`config.mk`:
```
export PLATFORM = sky130hd
export DESIGN_NAME = ysyx_22040895_csr_file
export DESIGN_NICKNAME = d
export VERILOG_FILES = /design/src/rtl/ysyx_22040895_csr_file.sv
export SDC_FILE = /design/constraint.sdc
export NUM_CORES = 1
export LEC_CHECK = 0
export ABC_CLOCK_PERIOD_IN_PS = 9550
export CAP_MARGIN = 20
export CORE_ASPECT_RATIO = 1.25
export CORE_MARGIN = 2
export CORE_UTILIZATION = 46
export CTS_CLUSTER_DIAMETER = 200
export DETAILED_ROUTE_END_ITERATION = 10
export HOLD_SLACK_MARGIN = 0.03
export PLACE_DENSITY = 0.78
export SETUP_SLACK_MARGIN = 0.05
export SLEW_MARGIN = 40
export SYNTH_ARGS = -nofsm -noshare
export SYNTH_HDL_FRONTEND = slang
export SYNTH_SLANG_ARGS = --single-unit
```
`constraint.sdc`:
```
create_clock -name clk -period 9.55 [get_ports clk]
set_clock_uncertainty 0.2 [all_clocks]
set_input_delay 2.865 -clock clk [delete_from_list [all_inputs] [get_ports clk]]
set_output_delay 2.865 -clock clk [all_outputs]
set_load 0.01 [all_outputs]
```
`src/rtl/ysyx_22040895_csr_file.sv`:
```
// M-mode CSR file: CSRRW/RS/RC, trap entry and mret, trap vector. Reads are combinational, writes commit at posedge.
// Optional mcycle counter at 0xB00 is built when YSYX_22040895_CSR_MCYCLE_EN is defined.
module ysyx_22040895_csr_file #(
  parameter int              XLEN        = 64,
  parameter logic [XLEN-1:0] MTVEC_RESET = '0,
  parameter bit              VECTORED    = 1'b1
) (
  input  logic            clk,
  input  logic            rst,
  input  logic            csr_req_i,
  input  logic [1:0]      csr_op_i,
  input  logic [11:0]     csr_addr_i,
  input  logic [XLEN-1:0] csr_wdata_i,
  output logic [XLEN-1:0] csr_rdata_o,
  output logic            csr_illegal_o,
  input  logic            trap_i,
  input  logic [XLEN-1:0] trap_cause_i,
  input  logic [XLEN-1:0] trap_pc_i,
  input  logic            mret_i,
  output logic [XLEN-1:0] trap_vec_o,
  output logic [XLEN-1:0] mepc_o,
  output logic            mie_o
);

  localparam logic [11:0] ADDR_MSTATUS  = 12'h300;
  localparam logic [11:0] ADDR_MTVEC    = 12'h305;
  localparam logic [11:0] ADDR_MSCRATCH = 12'h340;
  localparam logic [11:0] ADDR_MEPC     = 12'h341;
  localparam logic [11:0] ADDR_MCAUSE   = 12'h342;
  localparam logic [1:0]  OP_RW         = 2'b01;
  localparam logic [1:0]  OP_RS         = 2'b10;
  localparam logic [1:0]  OP_RC         = 2'b11;

  // Field rules also apply to the reset value so reads never expose a reserved bit.
  localparam logic [XLEN-1:0] MTVEC_RST_VAL =
    {MTVEC_RESET[XLEN-1:2], 1'b0, (VECTORED ? MTVEC_RESET[0] : 1'b0)};

  logic            mie_q, mie_d;
  logic            mpie_q, mpie_d;
  logic [XLEN-1:0] mtvec_q, mtvec_d;
  logic [XLEN-1:0] mscratch_q, mscratch_d;
  logic [XLEN-1:0] mepc_q, mepc_d;
  logic [XLEN-1:0] mcause_q, mcause_d;

  logic [XLEN-1:0] mstatus_rd;
  logic [XLEN-1:0] old_val;
  logic [XLEN-1:0] new_val;
  logic [XLEN-1:0] tvec_base;
  logic            addr_hit;
  logic            wr_en;

`ifdef YSYX_22040895_CSR_MCYCLE_EN
  localparam logic [11:0]     ADDR_MCYCLE = 12'hB00;
  localparam logic [XLEN-1:0] CNT_ONE     = {{(XLEN-1){1'b0}}, 1'b1};
  logic [XLEN-1:0] mcycle_q, mcycle_d;
`endif

  // MPP is hardwired to machine mode; only MIE and MPIE hold state.
  always_comb begin
    mstatus_rd        = '0;
    mstatus_rd[12:11] = 2'b11;
    mstatus_rd[7]     = mpie_q;
    mstatus_rd[3]     = mie_q;
  end

  always_comb begin
    addr_hit = 1'b1;
    old_val  = '0;
    case (csr_addr_i)
      ADDR_MSTATUS:  old_val = mstatus_rd;
      ADDR_MTVEC:    old_val = mtvec_q;
      ADDR_MSCRATCH: old_val = mscratch_q;
      ADDR_MEPC:     old_val = mepc_q;
      ADDR_MCAUSE:   old_val = mcause_q;
`ifdef YSYX_22040895_CSR_MCYCLE_EN
      ADDR_MCYCLE:   old_val = mcycle_q;
`endif
      default:       addr_hit = 1'b0;
    endcase
  end

  assign csr_rdata_o   = (csr_req_i && addr_hit) ? old_val : '0;
  assign csr_illegal_o = csr_req_i && !addr_hit;

  always_comb begin
    case (csr_op_i)
      OP_RW:   new_val = csr_wdata_i;
      OP_RS:   new_val = old_val | csr_wdata_i;
      OP_RC:   new_val = old_val & ~csr_wdata_i;
      default: new_val = old_val;
    endcase
  end

  // Set/clear with a zero operand is a pure read; trap and mret squash the write.
  assign wr_en = csr_req_i && addr_hit && (csr_op_i != 2'b00)
              && ((csr_op_i == OP_RW) || (csr_wdata_i != '0))
              && !trap_i && !mret_i;

  always_comb begin
    mie_d      = mie_q;
    mpie_d     = mpie_q;
    mtvec_d    = mtvec_q;
    mscratch_d = mscratch_q;
    mepc_d     = mepc_q;
    mcause_d   = mcause_q;
    if (trap_i) begin
      mepc_d   = {trap_pc_i[XLEN-1:2], 2'b00};
      mcause_d = trap_cause_i;
      mpie_d   = mie_q;
      mie_d    = 1'b0;
    end else if (mret_i) begin
      mie_d  = mpie_q;
      mpie_d = 1'b1;
    end else if (wr_en) begin
      case (csr_addr_i)
        ADDR_MSTATUS: begin
          mie_d  = new_val[3];
          mpie_d = new_val[7];
        end
        ADDR_MTVEC:    mtvec_d    = {new_val[XLEN-1:2], 1'b0, (VECTORED ? new_val[0] : 1'b0)};
        ADDR_MSCRATCH: mscratch_d = new_val;
        ADDR_MEPC:     mepc_d     = {new_val[XLEN-1:2], 2'b00};
        ADDR_MCAUSE:   mcause_d   = new_val;
        default:       ;
      endcase
    end
  end

  always_ff @(posedge clk or posedge rst) begin
    if (rst) begin
      mie_q      <= 1'b0;
      mpie_q     <= 1'b0;
      mtvec_q    <= MTVEC_RST_VAL;
      mscratch_q <= '0;
      mepc_q     <= '0;
      mcause_q   <= '0;
    end else begin
      mie_q      <= mie_d;
      mpie_q     <= mpie_d;
      mtvec_q    <= mtvec_d;
      mscratch_q <= mscratch_d;
      mepc_q     <= mepc_d;
      mcause_q   <= mcause_d;
    end
  end

`ifdef YSYX_22040895_CSR_MCYCLE_EN
  // A committed write replaces that cycle's increment; counting resumes afterwards.
  always_comb begin
    mcycle_d = mcycle_q + CNT_ONE;
    if (wr_en && (csr_addr_i == ADDR_MCYCLE)) mcycle_d = new_val;
  end

  always_ff @(posedge clk or posedge rst) begin
    if (rst) mcycle_q <= '0;
    else     mcycle_q <= mcycle_d;
  end
`endif

  // Vectored mode applies only to interrupts; exceptions always land on the base.
  always_comb begin
    tvec_base  = {mtvec_q[XLEN-1:2], 2'b00};
    trap_vec_o = tvec_base;
    if (VECTORED && (mtvec_q[1:0] == 2'b01) && trap_cause_i[XLEN-1])
      trap_vec_o = tvec_base + {{(XLEN-8){1'b0}}, trap_cause_i[5:0], 2'b00};
  end

  assign mepc_o = mepc_q;
  assign mie_o  = mie_q;

endmodule

```
* Word level (Yosys, flattened, before mapping)
Cells that the tools add are included.
** Word-level totals
- Register bits after elaboration :: 257
- Input bits :: 211
- Output and inout port bits :: 194
- Word-level logic and storage cells :: 66
** Cells by class
- Add/subtract/negate cells :: 1
- Eq/ne operators :: 9
- Muxes and demuxes :: 21
- Bitwise gates (word level) :: 5
- Reduce and logical (&&, ||, !) cells :: 24
** Operators by type and width (number)
- 64-bit two-way mux :: 10
- 64-bit one-hot mux with 5 select lines :: 1
- 64-bit one-hot mux with 3 select lines :: 1
- 64-bit by 8-bit adder with 64-bit output :: 1
- 64-bit AND :: 1
- 64-bit NOT :: 1
- 64-bit OR :: 1
- 64-bit nonzero test :: 1
- 12-bit by 10-bit equality test with 1-bit output (second input constant) :: 5
- 1-bit two-way mux :: 9
- 4-bit AND reduction :: 2
- 2-bit nonzero test :: 4
- 1-bit logical AND :: 7
- 3-bit AND reduction :: 2
- 3-bit nonzero test :: 2
- 5-bit OR reduction :: 1
- 2-bit equality test (second input constant) :: 2
- 1-bit zero test :: 3
- 2-bit by 1-bit equality test with 1-bit output (second input constant) :: 1
- 2-bit != test (second input constant) :: 1
- 1-bit NOT :: 2
- 2-bit AND reduction :: 1
- 1-bit logical OR :: 1

* Logic depth before layout (Yosys ltp)
Gate-level depths: netlist of the first run.
- Depth in word-level cells :: 11
- Mapped depth :: 9
- Mapped depth without buffers :: 9

* Worst setup path after synthesis of the first run
OpenSTA, ideal clock, no wires.
- Path kind :: input to output
- From :: input trap_cause_i[5]
- To :: output trap_vec_o[63]
- Data arrival time :: 4.771 ns
- Data required time :: 6.485 ns
- Slack :: 1.714 ns
- Stages :: 7
- Path buffers :: 0
- Path through :: ha_1 > o21ai_0 > or3_1 > nor2_1 > nand3_1 > nor4b_1 > xor2_1
** Between the ends
- Longest elaborated chain between the ends :: 2
** Ends and longest elaborated chain
- start, declared :: RTL line 17 : input logic [XLEN-1:0] trap_cause_i,
- 64-bit by 8-bit adder with 64-bit output :: RTL line 165 : trap_vec_o = tvec_base + {{(XLEN-8){1'b0}}, trap_cause_i[5:0], 2'b00};
- 64-bit two-way mux :: RTL line 164 : if (VECTORED && (mtvec_q[1:0] == 2'b01) && trap_cause_i[XLEN-1])
- end, declared :: RTL line 20 : output logic [XLEN-1:0] trap_vec_o,
No other way between the ends.

* Final worst setup path of the first run
- From :: input trap_cause_i[0]
- To :: output trap_vec_o[60]
Same word-level chain as after synthesis.

==> metrics.md, run 1 <==
| Metric | Value |
|---|---|
| Status | `finished clean` |
| Share of cells above drive strength 1 | `~4.6%` |
| Largest family of logic cells by synthesized area | `simple AND/OR/NAND/NOR gates` |
| Setup violations, final | `0` |
| Largest net degree at the start of global routing | `around 180` |
| Place WS | `0.298 ns` |
| Fin crit share | `97.7%` |
| Crit Path Max Fanout | `6` |
| Syn Area/Cell | `just over 8 µm²` |
| Peak supply drop | `0.116 mV` |
| Via count | `between 15000 and 20000` |
| Final wirelength | `between 60 and 70 mm` |
| Min Hold Slack | `between 0.2 and 0.3 ns` |
| Internal | `1.95 mW` |
| Netlist cell types | `between 70 and 80` |
| Worst Setup Slack, final | `roughly 0.22 ns` |
| Max-Cap Viols | `0` |
| Final non-filler cell total | `between 2000 and 3000` |
| Class of the worst hold path | `flip-flop to flip-flop` |
| Startpoint type of the worst setup path | `input pin` |
| Total grt overflow | `0` |
| Gpl congestion | `between 0.9 and 1` |
| Fin Setup TNS | `0 ns` |
| Vias in the first global route | `17800` |
| CP Class | `input pin to output pin` |
| Site row count | `~80` |
| H-tree Lvls | `1` |
| Core box area | `36200 µm²` |
| Critical Path Max Stage Delay | `~0.59 ns` |
| Mux contribution to synthesized area | `approximately a tenth` |
| I/O pin cnt | `roughly 400` |
| Synth Register Bits | `between 200 and 300` |
| Antenna viol nets, final | `0` |
| RSZ-0062 raised after global routing | `false` |
| Simple-Gate Fraction of Synth Area | `21.3%` |
| Die Y | `between 200 and 250 µm` |
| Static leakage | `8.77 nW` |
| Most frequent cells in the layout | `463 x nand2_1, 394 x clkdlybuf4s50_1, 255 x dfrtp_1, 227 x o21ai_1, 180 x nor2_1` |
| Critical Path AT | `6.26 ns` |
| Async S/R FF share, synth | `100%` |
| Clock Power Share | `about two fifths` |
| Final Max Tran Viols | `0` |
| Pwr dens | `123 nW/µm²` |
| DR pass1 iterations | `7` |
| First-pass GRT wire length | `about 100 mm` |
| Die ar. | `38300 µm²` |
| Number of hold buffers added after CTS | `0` |
| Critical path's top delay family | `buffers and inverters` |
| Clk_lat worst skew | `around 0.57 ns` |
| Synthesis-to-layout area growth | `31.1%` |
| Worst EP required | `between 6 and 7 ns` |
| Synth Area in Adders | `less than 1%` |
| CP endpoint kind | `output pin` |
| DR iter-0 viols | `about 1800` |
| Root buffer cell | `clkbuf_16` |
| Post-Place Cells | `2832` |
| Relative slew slack | `a little under two fifths` |
| Die width | `between 150 and 200 µm` |
| Yosys warns | `0` |
| DRC Markers | `0` |
| Post-Synthesis Cells | `about 2100` |
| CP max-delay cell | `clkdlybuf4s50_1` |
| Logic pwr share | `a little under a fifth` |
| CTS sink cnt | `roughly 260` |
| Actual slew at the worst max-slew pin | `roughly 0.94 ns` |
| Main flop type after synthesis | `dfrtp_1` |
| Synthesized area | `approximately 17000 µm²` |
| Bufs on Longest Clock Path | `3` |
| Sw power | `around 770 µW` |
| Post-synth EDFFs | `0` |
| Initial core utilization | `46.6%` |
| CTS tree | `built` |
| Register area share after synthesis | `between 30% and 40%` |
| Tot Pwr | `between 2 and 3 mW` |
| # port buffers | `398` |
| Initial antenna violation count | `4` |
| Post-DP HPWL | `~47 mm` |
| CTS Buf Count | `29` |
| Xor/xnor share of the synthesized area | `6.33%` |
| Sw Ratio | `between 20 and 30%` |
| Post-CTS Setup Inserts | `0` |
| NumNets Final | `roughly 2600` |
| GRT Util Overall | `a little over a third` |
| Flop pwr share | `between 40 and 50%` |
| Worst path bufs/invs | `3` |
| WL per Instance | `23.5 µm` |
| Vias per inst | `slightly above 6` |
| Max Fclk | `around 110 MHz` |
| Final Hold Fails | `0` |
| CTS clk-pin slew, worst paths | `about 0.06 ns` |
| Fill cell count | `3084` |
| CP Cell Sequence | `clkdlybuf4s50_1 > ha_1 > inv_1 > fa_1 > nor2b_1 > o21a_1 > o21a_1 > o211ai_1 > nor4_1 > xor2_1 > clkdlybuf4s50_1` |
| Most common cell after layout, fill and taps aside | `nand2_1` |
| Final worst path period need | `9.33 ns` |
| Compound-cell area share of the yosys netlist | `between 10% and 20%` |
## kinds of logic after synthesis
family,count (synthesis)
compound gates,507
xor+xnor,122
fa+ha+maj,7
buf+inv,172
flops,255
mux,175
other cells,1
simple gates,824
## per-stage QoR
step / instance area, µm² / util [%]
after floorplan: 16900 / -
after global placement: 21200 / 58.6
after detailed placement: 21200 / 58.6
after CTS: 22100 / 61.1
after global routing: 22100 / 61.1
final: 22100 / 61.1
## registers in the layout, indices dropped and copies added (netlist names)
register / flops
mpie_q: 1
mtvec_q: 63
mie_o: 1
mscratch_q: 64
mcause_q: 64
mepc_o: 62
## cell usage after synthesis, types with 4 or more instances
| library cell | count | share of area, % |
|---|---|---|
| and2_1 | 15 | 0.56 |
| a22o_1 | 58 | 3.0 |
| nand3_1 | 34 | 1.0 |
| nor2_1 | 180 | 4.0 |
| nor4_1 | 20 | 0.74 |
| buf_4 | 10 | 0.44 |
| buf_1 | 7 | 0.16 |
| and3_1 | 17 | 0.63 |
| a21boi_0 | 36 | 1.6 |
| o21a_1 | 4 | 0.18 |
| nand2_1 | 464 | 10 |
| mux2i_1 | 170 | 10 |
| and4_1 | 5 | 0.26 |
| a2bb2oi_1 | 6 | 0.31 |
| clkbuf_1 | 107 | 2.4 |
| dfrtp_1 | 255 | 38 |
| xnor2_1 | 99 | 5.1 |
| ha_1 | 6 | 0.44 |
| xor2_1 | 23 | 1.2 |
| inv_1 | 19 | 0.42 |
| buf_2 | 25 | 0.74 |
| o31ai_1 | 5 | 0.22 |
| nor3_1 | 11 | 0.33 |
| o211ai_1 | 43 | 1.9 |
| a22oi_1 | 20 | 0.89 |
| o21ai_1 | 227 | 6.7 |
| nand4_1 | 19 | 0.70 |
| a21oi_1 | 14 | 0.42 |
| nand3b_1 | 17 | 0.76 |
| o2bb2ai_1 | 14 | 0.73 |
| nor2b_1 | 9 | 0.33 |
| a31oi_1 | 4 | 0.15 |
| nand2b_1 | 6 | 0.22 |
| o21ai_0 | 50 | 1.5 |
## worst register-to-register path: stages (launching register included)
cell	delay, ns
dfrtp_1	0.41
nand3b_1	0.10
a21oi_1	0.26
o21ai_1	0.13
a21boi_0	0.41
mux2i_1	0.18
o21ai_1	0.16
## power by group through the flow
stage	clock network [mW]	logic [mW]	registers, mW
floorplan	0	0.238	1.19
CTS	1.07	0.486	1.17
finish	1.06	0.492	1.17
global placement	0	0.473	1.19
detailed placement	0	0.484	1.19
global route	1.11	0.529	1.17
## worst paths after layout
kind,startpoint,endpoint,slack [ns],cells past startpoint
max,trap_cause_i[0],trap_vec_o[60],0.22,11
min,mscratch_q[12]$_DFFE_PP0P_,mscratch_q[12]$_DFFE_PP0P_,0.28,2
max reg2reg,mepc_o[57]$_DFFE_PP0P_,mepc_o[57]$_DFFE_PP0P_,7.61,6
min reg2reg,mscratch_q[12]$_DFFE_PP0P_,mscratch_q[12]$_DFFE_PP0P_,0.28,2
max in group asynchronous,rst,mscratch_q[46]$_DFFE_PP0P_,5.27,4
min in group asynchronous,rst,mepc_o[14]$_DFFE_PP0P_,2.65,3
## layer usage
layer	vias to the layer above	GRT usage [%]	part of all wire, %
met5	-	0	0
met4	0	23.9	7.3
met3	325	6.80	10
met2	1215	55.2	46
met1	8391	42.6	37
li1	7886	-	-
## repair_timing
action                                  in CTS  in global routing
endpoints found under the setup margin       0                  1
resized for setup                            0                  1
endpoints found under the hold margin        0                  0
## cell type report
class / count / area (µm²) / area share, %
Multi-Input combinational cell: 1639 / 9830 / 44.4
Sequential cell: 255 / 6380 / 28.8
Timing Repair Buffer: 438 / 4350 / 19.7
Clock buffer: 43 / 838 / 3.79
Tap cell: 480 / 601 / 2.71
Inverter: 20 / 78.8 / 0.356
Clock inverter: 7 / 38.8 / 0.175
Antenna cell: 4 / 10.0 / 0.0452
Power figures use the tool's default switching activity.
==> inputs of run 2 (changes only) <==
--- a/config.mk
+++ b/config.mk
@@ -13,7 +13,7 @@
 export CTS_CLUSTER_DIAMETER = 200
 export DETAILED_ROUTE_END_ITERATION = 10
 export HOLD_SLACK_MARGIN = 0.03
-export PLACE_DENSITY = 0.78
+export PLACE_DENSITY = 0.89
 export SETUP_SLACK_MARGIN = 0.05
 export SLEW_MARGIN = 40
 export SYNTH_ARGS = -nofsm -noshare
==> metrics.md, run 2 (synthesis gave the netlist of run 1 again) <==
| Metric | Value |
|---|---|
| Status | `complete, but fails checks` |
| Violated checks | `design-rule violations` |
| Crit Path Max Fanout | `11 (+5)` |
| H-tree Lvls | `1 (unchanged)` |
| Gpl congestion | `0.950 (about the same)` |
| First-pass GRT wire length | `103 mm (+0.80%)` |
| DR pass1 iterations | `9 (+2)` |
| Pwr dens | `126 nW/µm² (+2.7%)` |
| Static leakage | `8.82 nW (+0.57%)` |
| Max-Cap Viols | `0 (unchanged)` |
| Antenna viol nets, final | `0 (unchanged)` |
| Fin crit share | `97.6% (about the same)` |
| Clk_lat worst skew | `0.56 ns (about the same)` |
| Final worst path period need | `9.32 ns (-0.00412 ns)` |
| NumNets Final | `2597 (-0.15%)` |
| Die width | `175 µm (unchanged)` |
| Setup violations, final | `0 (unchanged)` |
| CTS clk-pin slew, worst paths | `0.06 ns (about the same)` |
| Synthesis-to-layout area growth | `31.5%` |
| Site row count | `78 (unchanged)` |
| DR iter-0 viols | `2039 (+12%)` |
| Most frequent cells in the layout | `464 x nand2_1, 394 x clkdlybuf4s50_1, 255 x dfrtp_1, 227 x o21ai_1, 179 x nor2_1` |
| Fill cell count | `2971 (-3.7%)` |
| Peak supply drop | `0.104 mV (-11%)` |
| Die ar. | `38300 µm² (unchanged)` |
| Worst EP required | `6.49 ns (about the same)` |
| Most common cell after layout, fill and taps aside | `nand2_1` |
| Via count | `17900 (+0.40%)` |
| WL per Instance | `23.8 µm (+0.99%)` |
| Bufs on Longest Clock Path | `3 (unchanged)` |
| Die Y | `218 µm (unchanged)` |
| CTS Buf Count | `28 (-3.4%)` |
| Final wirelength | `68.6 mm (+1.0%)` |
| Startpoint type of the worst setup path | `input pin` |
| Largest regs | `mcause_q x64, mscratch_q x64, mtvec_q x63` |
| Post-DP HPWL | `47.9 mm (+1.8%)` |
| Post-CTS Setup Inserts | `0 (unchanged)` |
| CTS tree | `built` |
| Fin Setup TNS | `0 ns (unchanged)` |
| Initial antenna violation count | `10 (+6)` |
| GRT Util Overall | `35.0% (+0.22 points)` |
| RSZ-0062 raised after global routing | `false` |
| DRC Markers | `2 (+2)` |
| # port buffers | `398 (unchanged)` |
| Root buffer cell | `clkbuf_16` |
| Core box area | `36200 µm² (unchanged)` |
| Share of cells above drive strength 1 | `4.50% (-0.080 points)` |
| Vias in the first global route | `18000 (+1.3%)` |
| CP Class | `input pin to output pin` |
| Relative slew slack | `39.8% (+2.2 points)` |
| Actual slew at the worst max-slew pin | `0.903 ns (-0.0332 ns)` |
| CP endpoint kind | `output pin` |
| Initial core utilization | `46.6% (unchanged)` |
| Vias per inst | `6.20 (+0.37%)` |
| Total grt overflow | `0 (unchanged)` |
| Final Max Tran Viols | `0 (unchanged)` |
| CTS sink cnt | `255 (unchanged)` |
| Largest net degree at the start of global routing | `127 (-29%)` |
| I/O pin cnt | `405 (unchanged)` |
| Max Fclk | `107 MHz (about the same)` |
| Post-layout util | `61.3% (+0.16 points)` |
| Critical Path AT | `6.26 ns (about the same)` |
| Final Hold Fails | `0 (unchanged)` |
| Class of the worst hold path | `flip-flop to flip-flop` |
-- run 2: cell types whose count changed in the layout (fill, tap and decap cells not counted), sizes merged --
| cell | previous run | this run |
|---|---|---|
| buf | 44 | 41 |
| bufinv | 0 | 2 |
| clkbuf | 43 | 45 |
| diode | 4 | 7 |
| clkinv | 7 | 4 |
-- run 2: final timing paths --
| check | cells past startpoint | slack (ns) | from | endpoint |
|---|---|---|---|---|
| min in group asynchronous | 3 | 2.68 | rst | mepc_o[20]$_DFFE_PP0P_ |
| max in group asynchronous | 4 | 5.25 | rst | mscratch_q[52]$_DFFE_PP0P_ |
| worst min register to register | 2 | 0.29 | mscratch_q[44]$_DFFE_PP0P_ | mscratch_q[44]$_DFFE_PP0P_ |
| worst min-delay path | 2 | 0.29 | mscratch_q[44]$_DFFE_PP0P_ | mscratch_q[44]$_DFFE_PP0P_ |
| worst max-delay path | 10 | 0.23 | trap_cause_i[5] | trap_vec_o[21] |
| worst max register to register | 6 | 7.54 | mie_o$_DFFE_PP0P_ | mie_o$_DFFE_PP0P_ |
-- run 2: power breakdown --
part / leakage, nW / switching (mW) / internal (mW) / total [mW]
Sequential: 3.33 / 0.0414 / 1.13 / 1.17
Clock: 0.474 / 0.462 / 0.676 / 1.14
Combinational: 5.01 / 0.271 / 0.223 / 0.494
-- run 2: metal layers --
layer | routed length (µm) | vias up | track usage [%]
li1 | - | 7847 | -
met1 | 24800 | 8406 | 43.0
met2 | 31200 | 1283 | 55.0
met3 | 7150 | 347 | 6.49
met4 | 5410 | 6 | 25.5
met5 | 38 | - | 0
-- run 2: final cells by class --
type | count | area (µm²) | area share [%]
Antenna cell | 7 | 17.5 | 0.0789
Clock buffer | 45 | 876 | 3.95
Clock inverter | 6 | 80.1 | 0.361
Inverter | 20 | 78.8 | 0.355
Multi-Input combinational cell | 1639 | 9850 | 44.4
Sequential cell | 255 | 6380 | 28.8
Tap cell | 480 | 601 | 2.71
Timing Repair Buffer | 435 | 4310 | 19.4
-- run 2: repair_timing --
action	in CTS	in global routing
hold buffers	0	0
setup endpoints to repair	0	2
resized for setup	0	1
hold endpoints to repair	0	0
-- run 2: through the flow --
step	area [µm²]	setup slack (ns)	hold slack [ns]	total power, mW	std cells
6_report	22200	0.228	0.286	2.80	2887
5_1_grt	22200	0.115	0.305	2.89	2886
4_1_cts	22200	0.228	0.288	2.80	2880
3_5_place_dp	21200	0.261	0.275	1.67	2829
3_3_place_gp	21200	0.322	0.262	1.65	2828
2_1_floorplan	16900	1.71	0.248	1.42	2066
-- run 2: worst max-delay path, cell delays in order --
cell	delay, ns
clkdlybuf4s50_1	0.44
ha_1	0.38
o21ai_0	0.15
or3_1	0.44
nor2_2	0.32
and3_1	0.20
buf_4	0.22
and3_1	0.20
xor2_1	0.40
clkdlybuf4s50_1	0.63
